<file path="config.mk">
export PLATFORM = sky130hd
export DESIGN_NAME = pipeline_ctrl
export DESIGN_NICKNAME = d
export VERILOG_FILES = /design/src/rtl/pipeline_pkg.sv /design/src/rtl/load_use_detect.sv /design/src/rtl/pipeline_ctrl.sv
export SDC_FILE = /design/constraint.sdc
export NUM_CORES = 1
export LEC_CHECK = 0
export ABC_AREA = 1
export BUFFER_PORTS_ARGS = -buffer_cell sky130_fd_sc_hd__buf_4
export CAP_MARGIN = 20
export CELL_PAD_IN_SITES_DETAIL_PLACEMENT = 2
export CELL_PAD_IN_SITES_GLOBAL_PLACEMENT = 2
export CORE_MARGIN = 2
export CORE_UTILIZATION = 25
export CTS_CLUSTER_DIAMETER = 120
export DETAILED_ROUTE_END_ITERATION = 6
export PLACE_DENSITY_LB_ADDON = 0.3
export SLEW_MARGIN = 20
export SYNTH_ARGS = -nofsm -noshare
export SYNTH_HDL_FRONTEND = slang
export SYNTH_SLANG_ARGS = --single-unit
</file>
<file path="constraint.sdc">
create_clock -name clk -period 1.95 [get_ports clk]
set_input_delay 0.195 -clock clk [delete_from_list [all_inputs] [get_ports clk]]
set_output_delay 0.195 -clock clk [all_outputs]
set_load 0.03 [all_outputs]
</file>
<file path="src/rtl/pipeline_pkg.sv">
// Shared encodings for the pipeline hazard controller: register index width,
// FSM state encoding and the bundle of stage-register control outputs.
package pipeline_pkg;

    localparam int REG_W = 5;

    typedef enum logic [1:0] {
        RUN      = 2'd0,
        LU_STALL = 2'd1,
        FLUSH    = 2'd2,
        MEM_WAIT = 2'd3
    } ctrl_state_e;

    typedef struct packed {
        logic pc_write;
        logic ifid_write;
        logic idex_write;
        logic exmem_write;
        logic ifid_flush;
        logic idex_flush;
    } ctrl_out_t;

    localparam ctrl_out_t CTRL_DEFAULT = '{
        pc_write:    1'b1,
        ifid_write:  1'b1,
        idex_write:  1'b1,
        exmem_write: 1'b1,
        ifid_flush:  1'b0,
        idex_flush:  1'b0
    };

endpackage

</file>
<file path="src/rtl/load_use_detect.sv">
// Combinational load-use hazard check between the load in EX and the
// instruction in ID. x0 is hardwired, so a load to it never stalls.
module load_use_detect
    import pipeline_pkg::*;
(
    input  logic [REG_W-1:0] ifid_rs1,
    input  logic [REG_W-1:0] ifid_rs2,
    input  logic             ifid_use_rs2,
    input  logic [REG_W-1:0] idex_rd,
    input  logic             idex_mem_read,
    output logic             hazard
);

    logic rs1_match;
    logic rs2_match;

    assign rs1_match = (idex_rd == ifid_rs1);
    assign rs2_match = ifid_use_rs2 && (idex_rd == ifid_rs2);
    assign hazard    = idex_mem_read && (idex_rd != '0) && (rs1_match || rs2_match);

endmodule

</file>
<file path="src/rtl/pipeline_ctrl.sv">
// Pipeline hazard controller: Mealy stall/flush/freeze control for a 5-stage
// pipeline, with saturating stall/flush counters and a sticky memory timeout.
module pipeline_ctrl
    import pipeline_pkg::*;
#(
    parameter int unsigned MEM_TIMEOUT = 255,
    parameter int unsigned CNT_W       = 16
) (
    input  logic             clk,
    input  logic             reset,
    input  logic [REG_W-1:0] IFID_rs1,
    input  logic [REG_W-1:0] IFID_rs2,
    input  logic             IFID_use_rs2,
    input  logic [REG_W-1:0] IDEX_rd,
    input  logic             IDEX_MemRead,
    input  logic             EX_branch_taken,
    input  logic             dmem_busy,
    output logic             PC_write,
    output logic             IFID_write,
    output logic             IDEX_write,
    output logic             EXMEM_write,
    output logic             IFID_flush,
    output logic             IDEX_flush,
    output logic [1:0]       ctrl_state,
    output logic [CNT_W-1:0] stall_cycles,
    output logic [CNT_W-1:0] flush_count,
    output logic             mem_timeout
);

    localparam int WAIT_W = (MEM_TIMEOUT < 2) ? 1 : $clog2(MEM_TIMEOUT + 1);

    ctrl_state_e      state_q, state_d;
    ctrl_state_e      resume_q, resume_d;
    ctrl_state_e      eval_state;
    ctrl_out_t        ctrl;
    logic [CNT_W-1:0] stall_cycles_q, stall_cycles_d;
    logic [CNT_W-1:0] flush_count_q, flush_count_d;
    logic [WAIT_W-1:0] wait_cnt_q, wait_cnt_d;
    logic [WAIT_W:0]  wait_inc;
    logic             timeout_hit;
    logic             mem_timeout_q, mem_timeout_d;
    logic             lu_hazard;
    logic             flush_inc;
    logic             stall_inc;

    load_use_detect u_lu (
        .ifid_rs1      (IFID_rs1),
        .ifid_rs2      (IFID_rs2),
        .ifid_use_rs2  (IFID_use_rs2),
        .idex_rd       (IDEX_rd),
        .idex_mem_read (IDEX_MemRead),
        .hazard        (lu_hazard)
    );

    // A release from MEM_WAIT replays the frozen cycle as the saved state.
    assign eval_state = (state_q == MEM_WAIT) ? resume_q : state_q;

    always_comb begin
        ctrl      = CTRL_DEFAULT;
        state_d   = state_q;
        resume_d  = resume_q;
        flush_inc = 1'b0;
        if (reset) begin
            state_d = RUN;
        end else if (dmem_busy) begin
            ctrl = '0;
            if (state_q != MEM_WAIT) begin
                resume_d = state_q;
                state_d  = MEM_WAIT;
            end
        end else begin
            case (eval_state)
                RUN: begin
                    if (EX_branch_taken) begin
                        ctrl.ifid_flush = 1'b1;
                        ctrl.idex_flush = 1'b1;
                        flush_inc       = 1'b1;
                        state_d         = FLUSH;
                    end else if (lu_hazard) begin
                        ctrl.pc_write   = 1'b0;
                        ctrl.ifid_write = 1'b0;
                        ctrl.idex_flush = 1'b1;
                        state_d         = LU_STALL;
                    end else begin
                        state_d = RUN;
                    end
                end
                // EX holds a bubble here, so branch and hazard inputs are stale.
                default: state_d = RUN;
            endcase
        end
    end

    assign stall_inc = !reset && !ctrl.pc_write;

    always_comb begin
        stall_cycles_d = stall_cycles_q + CNT_W'(stall_inc && (stall_cycles_q != '1));
        flush_count_d  = flush_count_q + CNT_W'(flush_inc && (flush_count_q != '1));
    end

    // wait_cnt saturates at MEM_TIMEOUT so a long freeze cannot wrap it.
    always_comb begin
        wait_inc      = {1'b0, wait_cnt_q} + 1'b1;
        timeout_hit   = dmem_busy && (wait_inc >= (WAIT_W + 1)'(MEM_TIMEOUT));
        wait_cnt_d    = '0;
        if (dmem_busy) begin
            wait_cnt_d = timeout_hit ? WAIT_W'(MEM_TIMEOUT) : wait_inc[WAIT_W-1:0];
        end
        mem_timeout_d = mem_timeout_q || timeout_hit;
    end

    always_ff @(posedge clk) begin
        if (reset) begin
            state_q        <= RUN;
            resume_q       <= RUN;
            stall_cycles_q <= '0;
            flush_count_q  <= '0;
            wait_cnt_q     <= '0;
            mem_timeout_q  <= 1'b0;
        end else begin
            state_q        <= state_d;
            resume_q       <= resume_d;
            stall_cycles_q <= stall_cycles_d;
            flush_count_q  <= flush_count_d;
            wait_cnt_q     <= wait_cnt_d;
            mem_timeout_q  <= mem_timeout_d;
        end
    end

    assign PC_write     = ctrl.pc_write;
    assign IFID_write   = ctrl.ifid_write;
    assign IDEX_write   = ctrl.idex_write;
    assign EXMEM_write  = ctrl.exmem_write;
    assign IFID_flush   = ctrl.ifid_flush;
    assign IDEX_flush   = ctrl.idex_flush;
    assign ctrl_state   = state_q;
    assign stall_cycles = stall_cycles_q;
    assign flush_count  = flush_count_q;
    assign mem_timeout  = mem_timeout_q;

endmodule

</file>
Word level (Yosys, flattened, before mapping)
Index checks and enable logic that the tools add are counted.

Register bits: 45. Input port bits: 21. Output and inout bits: 41. Logic and storage cells: 54.

Add/subtract/negate cells: 3. $lt $le $gt $ge: 1. Equal/unequal tests: 7. Mux-type cells: 21. Bitwise gates (word level): 1. Reduce and logical (&&, ||, !) cells: 15.

Operators with widths (number): adder 16 x 1 -> 16 bit (2); != test 16 bit (second input constant) (2); two-way mux 2 bit (12); == test 5 bit (2); adder 8 x 1 -> 9 bit (second input constant) (1); greater-or-equal comparator 9 x 8 -> 1 bit (second input constant) (1); two-way mux 8 bit (1); logical AND 1 bit (7); two-way mux 1 bit (7); two-way mux 6 bit (1); nonzero test 5 bit (1); == test 2 bit (second input constant) (1); zero test 1 bit (2); zero test 2 bit (1); logical OR 1 bit (2); != test 2 x 1 -> 1 bit (second input constant) (1); != test 2 bit (second input constant) (1); AND reduction 2 bit (1); OR reduction 2 bit (1); inverter 1 bit (1).

Longest topological paths before layout
Depth in word-level cells: 13. Gate-level depth with buffers: 16. Depth with buffers taken out: 16.

Modules after synthesis
Synthesis repeated with hierarchy kept, for this count alone.

Cells, all modules: 358. Area, all modules: 2436.1 µm².

Modules (own cells, without submodules): pipeline_ctrl (instances 1, cells an instance 306, area each 2229.6 µm², sequential area each 900.9 µm²); load_use_detect (instances 1, cells an instance 52, area each 206.4 µm², sequential area each 0.0 µm²).

Least setup slack after synthesis
OpenSTA, ideal clock, no wires.

Path type: reg-to-reg. Start: register state_q[1], in the netlist ctrl_state[1]. End: register flush_count_q[12], in the netlist flush_count[12]. Library setup time: 0.128 ns. Data arrival time: 2.209 ns. Required time: 1.822 ns. Setup slack: -0.386 ns. Cell stages (with the launch flop): 15. Path buffers: 0. Period minus slack after synthesis: 2.336 ns. Cell sequence: dfxtp_1 > inv_1 > o21ai_0 > nand3_1 > inv_1 > nand2_1 > nor3_1 > ha_1 > ha_1 > nand3_1 > nor2_2 > nand2_2 > nor2_2 > xor2_1 > nor2_1.

Cells in the longest elaborated chain, start to end: 8.

RTL lines: start, declared (RTL line pipeline_ctrl.sv:32) `ctrl_state_e state_q, state_d;`; start signal, assigned (RTL line pipeline_ctrl.sv:121) `state_q <= state_d;`; == test 2 bit (RTL line pipeline_ctrl.sv:56) `assign eval_state = (state_q == MEM_WAIT) ? resume_q : state_q;`; two-way mux 2 bit * (RTL line pipeline_ctrl.sv:56); zero test 2 bit * (RTL line pipeline_ctrl.sv:72) `case (eval_state)`; two-way mux 1 bit * (RTL line pipeline_ctrl.sv:72); two-way mux 1 bit * (RTL line pipeline_ctrl.sv:65) `end else if (dmem_busy) begin`; two-way mux 1 bit * (RTL line pipeline_ctrl.sv:63) `if (reset) begin`; logical AND 1 bit * (RTL line pipeline_ctrl.sv:98) `flush_count_d = flush_count_q + CNT_W'(flush_inc && (flush_count_q != '1));`; adder 16 x 1 -> 16 bit * (RTL line pipeline_ctrl.sv:98); end signal, assigned (RTL line pipeline_ctrl.sv:124) `flush_count_q <= flush_count_d;`; end, declared (RTL line pipeline_ctrl.sv:37) `logic [CNT_W-1:0] flush_count_q, flush_count_d;`.

Every way passes the cells marked *; elsewhere a longest branch is shown, timed or not. A chain may end at the register's enable or synchronous reset.

Worst setup path after layout
Start: register state_q[1], in the netlist ctrl_state[1]. End: register flush_count_q[15], in the netlist flush_count[15].

Same word-level chain as after synthesis.

==> results.yml <==
synth:
  syn_inst: 346
  synth_fa_ha_area_share_pct: 3.17
  synth_compound_area_share_pct: 9.87
  yosysTopAreaCell: "dfxtp_1"
  yosysUniqueCellTypes: 31
  synth_edf_count: 0
  syn_nets: 373
  synth.area.mux_share_pct: 0
  synth_ff_type: "dfxtp_1"
  yosysTopAreaCellShare_pct: 38.0
  seq_area_frac_synth_pct: 38.0
  synth_area_um2: 2370
  synth_area_leaders: "dfxtp_1, nand2_1, inv_1, nor2_1, nand3_1"
  synth_simple_gate_area_share_pct: 34.9
  synth_top_family_by_area: "simple AND/OR/NAND/NOR gates"
  synth_async_sr_flop_share_pct: 0
  ys_ff_latch: 45
  yosysWarnings: 0
  synth_xor_area_share_pct: 3.70
  synth_area_per_cell_um2: 6.85
sta:
  skew_ns: 0.00736
  timing.final.crit_share_pct: 118
  tightest_slew_ns: 0.289
  relSlewSlack_pct: 80.6
  max_freq_mhz: 435
  finalCriticalPeriod_ns: 2.30
  finalMaxSlewViolations: 0
  rsz0062_at_grt: "yes"
  setup_tns_ns: -4.68
  finalSetupViolCount: 26
  setup_ws_ns: -0.351
  hold_viol: 0
clocking:
  clockBufferDepth: 2
  cts_made_buffers: 5
  cts.sink_count: 45
  path_clk_slew_ns: 0.09
  cts_root_buf: "clkbuf_8"
  clkLatencyLatePin_ns: 0.31
  cts_tree: "done"
  cts_max_level: 2
critical_path:
  critPathArrivalTime_ns: 2.53
  cp-start-kind: "flip-flop"
  cp_slowest_cell: "dfxtp_4"
  critPathCaptureType: "flip-flop"
  path_cells: "buf_4 -> o21ai_4 -> nand3_2 -> inv_2 -> nand2_2 -> nor3_2 -> ha_2 -> nand2_4 -> nor2_4 -> nand2_4 -> inv_2 -> nand4_1 -> or2_0 -> a21oi_1"
  cp.required_ns: 2.17
  cpPeakStageDelay_ns: 0.37
  critPathMaxFanout: 3
  setup.worst_path.class: "flip-flop to flip-flop"
status:
  violations: "setup timing"
  status: "finished with violations"
hold_path:
  min_path_type: "input port to flip-flop"
placed_design:
  port_buffers: 61
  place_hpwl_um: 6690
  place_area_um2: 3540
  gp_congestion: 0.793
die:
  die_h_um: 101
  die_w_um: 101
  pin_count: 62
  start_util_pct: 25.6
  die_area_um2: 10300
  rows: 35
  coreArea_um2: 9240
routing:
  first_iter_violations: 64
  vias_per_cell: 4.60
  wirelength_um: 9960
  vias: 2809
  drc: 0
  wl_per_cell_um: 16.3
  antenna_left: 0
  drt-pass1-iter-count: 4
final_layout:
  antennaDiodeCount: 0
  areaGrowthSynthToFinish_pct: 67.3
  nets: 507
  drive_gt1_share_pct: 46.8
  post-route-cell-area_um2: 3970
  fillers: 1074
  final_common_cell: "buf_4"
  final_cell_mix: "buf_4, nand2_1, inv_1"
flow_run:
  cap_violations: 0
global_route:
  grt_pass1_wl_um: 14200
  antenna_found_initial: 0
  grt_pass1_vias: 3039
  overflow: 0
  track_usage_pct: 17.3
  grt_max_degree: 19
pwr:
  ir_drop_mv: 0.268
  power_density_nw_per_um2: 470
  p_leak_nw: 1.88
==> metrics by stage <==
stage                     hold slack (ns)  util (%)  power [mW]  setup WS [ns]  std cells
after global placement              0.450      38.3        1.18         -0.240        590
after floorplan                     0.327         -        1.07        -0.0872        346
final                               0.204      42.9        1.86         -0.351        610
after CTS                           0.171      40.2        1.85         -0.192        602
after global routing                0.191      42.9        1.95         -0.458        610
after detailed placement            0.460      38.3        1.19         -0.378        590
==> synthesized netlist by cell type, types with 2 or more instances <==
| library cell | instances |
|---|---|
| clkbuf_1 | 2 |
| nand3_1 | 27 |
| buf_4 | 3 |
| nand2_1 | 71 |
| and3_1 | 2 |
| o21ai_0 | 18 |
| ha_1 | 6 |
| or2_0 | 3 |
| nor2_4 | 2 |
| a21oi_1 | 19 |
| nor2_1 | 43 |
| nand2_2 | 5 |
| o21bai_1 | 2 |
| inv_2 | 3 |
| xnor2_1 | 3 |
| xor2_1 | 7 |
| inv_1 | 53 |
| nor2_2 | 6 |
| nor3_1 | 8 |
| a211oi_1 | 2 |
| nand3_2 | 2 |
| dfxtp_1 | 45 |
| nand4_1 | 6 |
==> worst max-delay path: cells and delay by family (launching register included) <==
family	cells	cell delay, ns
flip-flops	1	0.37
adder cells (fa/ha/maj)	1	0.26
AO/OA/AOI/OAI	2	0.25
AND/OR/NAND/NOR	8	1.06
buffers and inverters	3	0.29
==> cell type report <==
| class | count | area [µm²] | area share (%) |
|---|---|---|---|
| clock buffer | 6 | 82.6 | 2.08 |
| clock inverter | 2 | 13.8 | 0.347 |
| inverter | 56 | 221 | 5.59 |
| sequential | 45 | 933 | 23.5 |
| timing repair buffer | 133 | 1030 | 25.9 |
| tap | 129 | 161 | 4.07 |
| multi-input combinational | 239 | 1520 | 38.4 |
==> final timing paths <==
kind                  from              end  slack (ns)  cells after the start
max          ctrl_state[1]  flush_count[15]       -0.35                     14
min reg2reg    mem_timeout      mem_timeout        0.47                      2
min              dmem_busy      resume_q[0]        0.20                      2
max reg2reg  ctrl_state[1]  flush_count[15]       -0.35                     14
==> sequential cells by signal (all words and copies together) (netlist names) <==
register      flops
flush_count      16
wait_cnt_q        8
stall_cycles     16
resume_q          2
mem_timeout       1
ctrl_state        2
==> power by group <==
group	internal, mW	total, mW	switching (mW)
clock	0.289	0.654	0.365
combinational	0.120	0.268	0.149
sequential	0.927	0.943	0.0159
==> what timing repair did <==
action,CTS,global route
hold buffers,0,0
pin swaps,13,34
hold endpoints to repair,0,0
resized for setup,16,48
endpoints found under the setup margin,24,29
buffers inserted,5,9
==> cell families after synthesis <==
kind of cell             Yosys count
flip-flops                        45
adder cells (fa/ha/maj)            6
AO/OA/AOI/OAI                     44
buffers and inverters             62
XOR/XNOR                          10
AND/OR/NAND/NOR                  179
==> per-layer routing <==
metal,track usage [%],vias to the layer above,wire length [µm]
met5,0,-,0
met4,4.89,0,108
met3,2.62,8,305
met2,32.9,61,5450
met1,20.1,1382,4090
li1,-,1358,-
(Power assumes the default switching activity.)
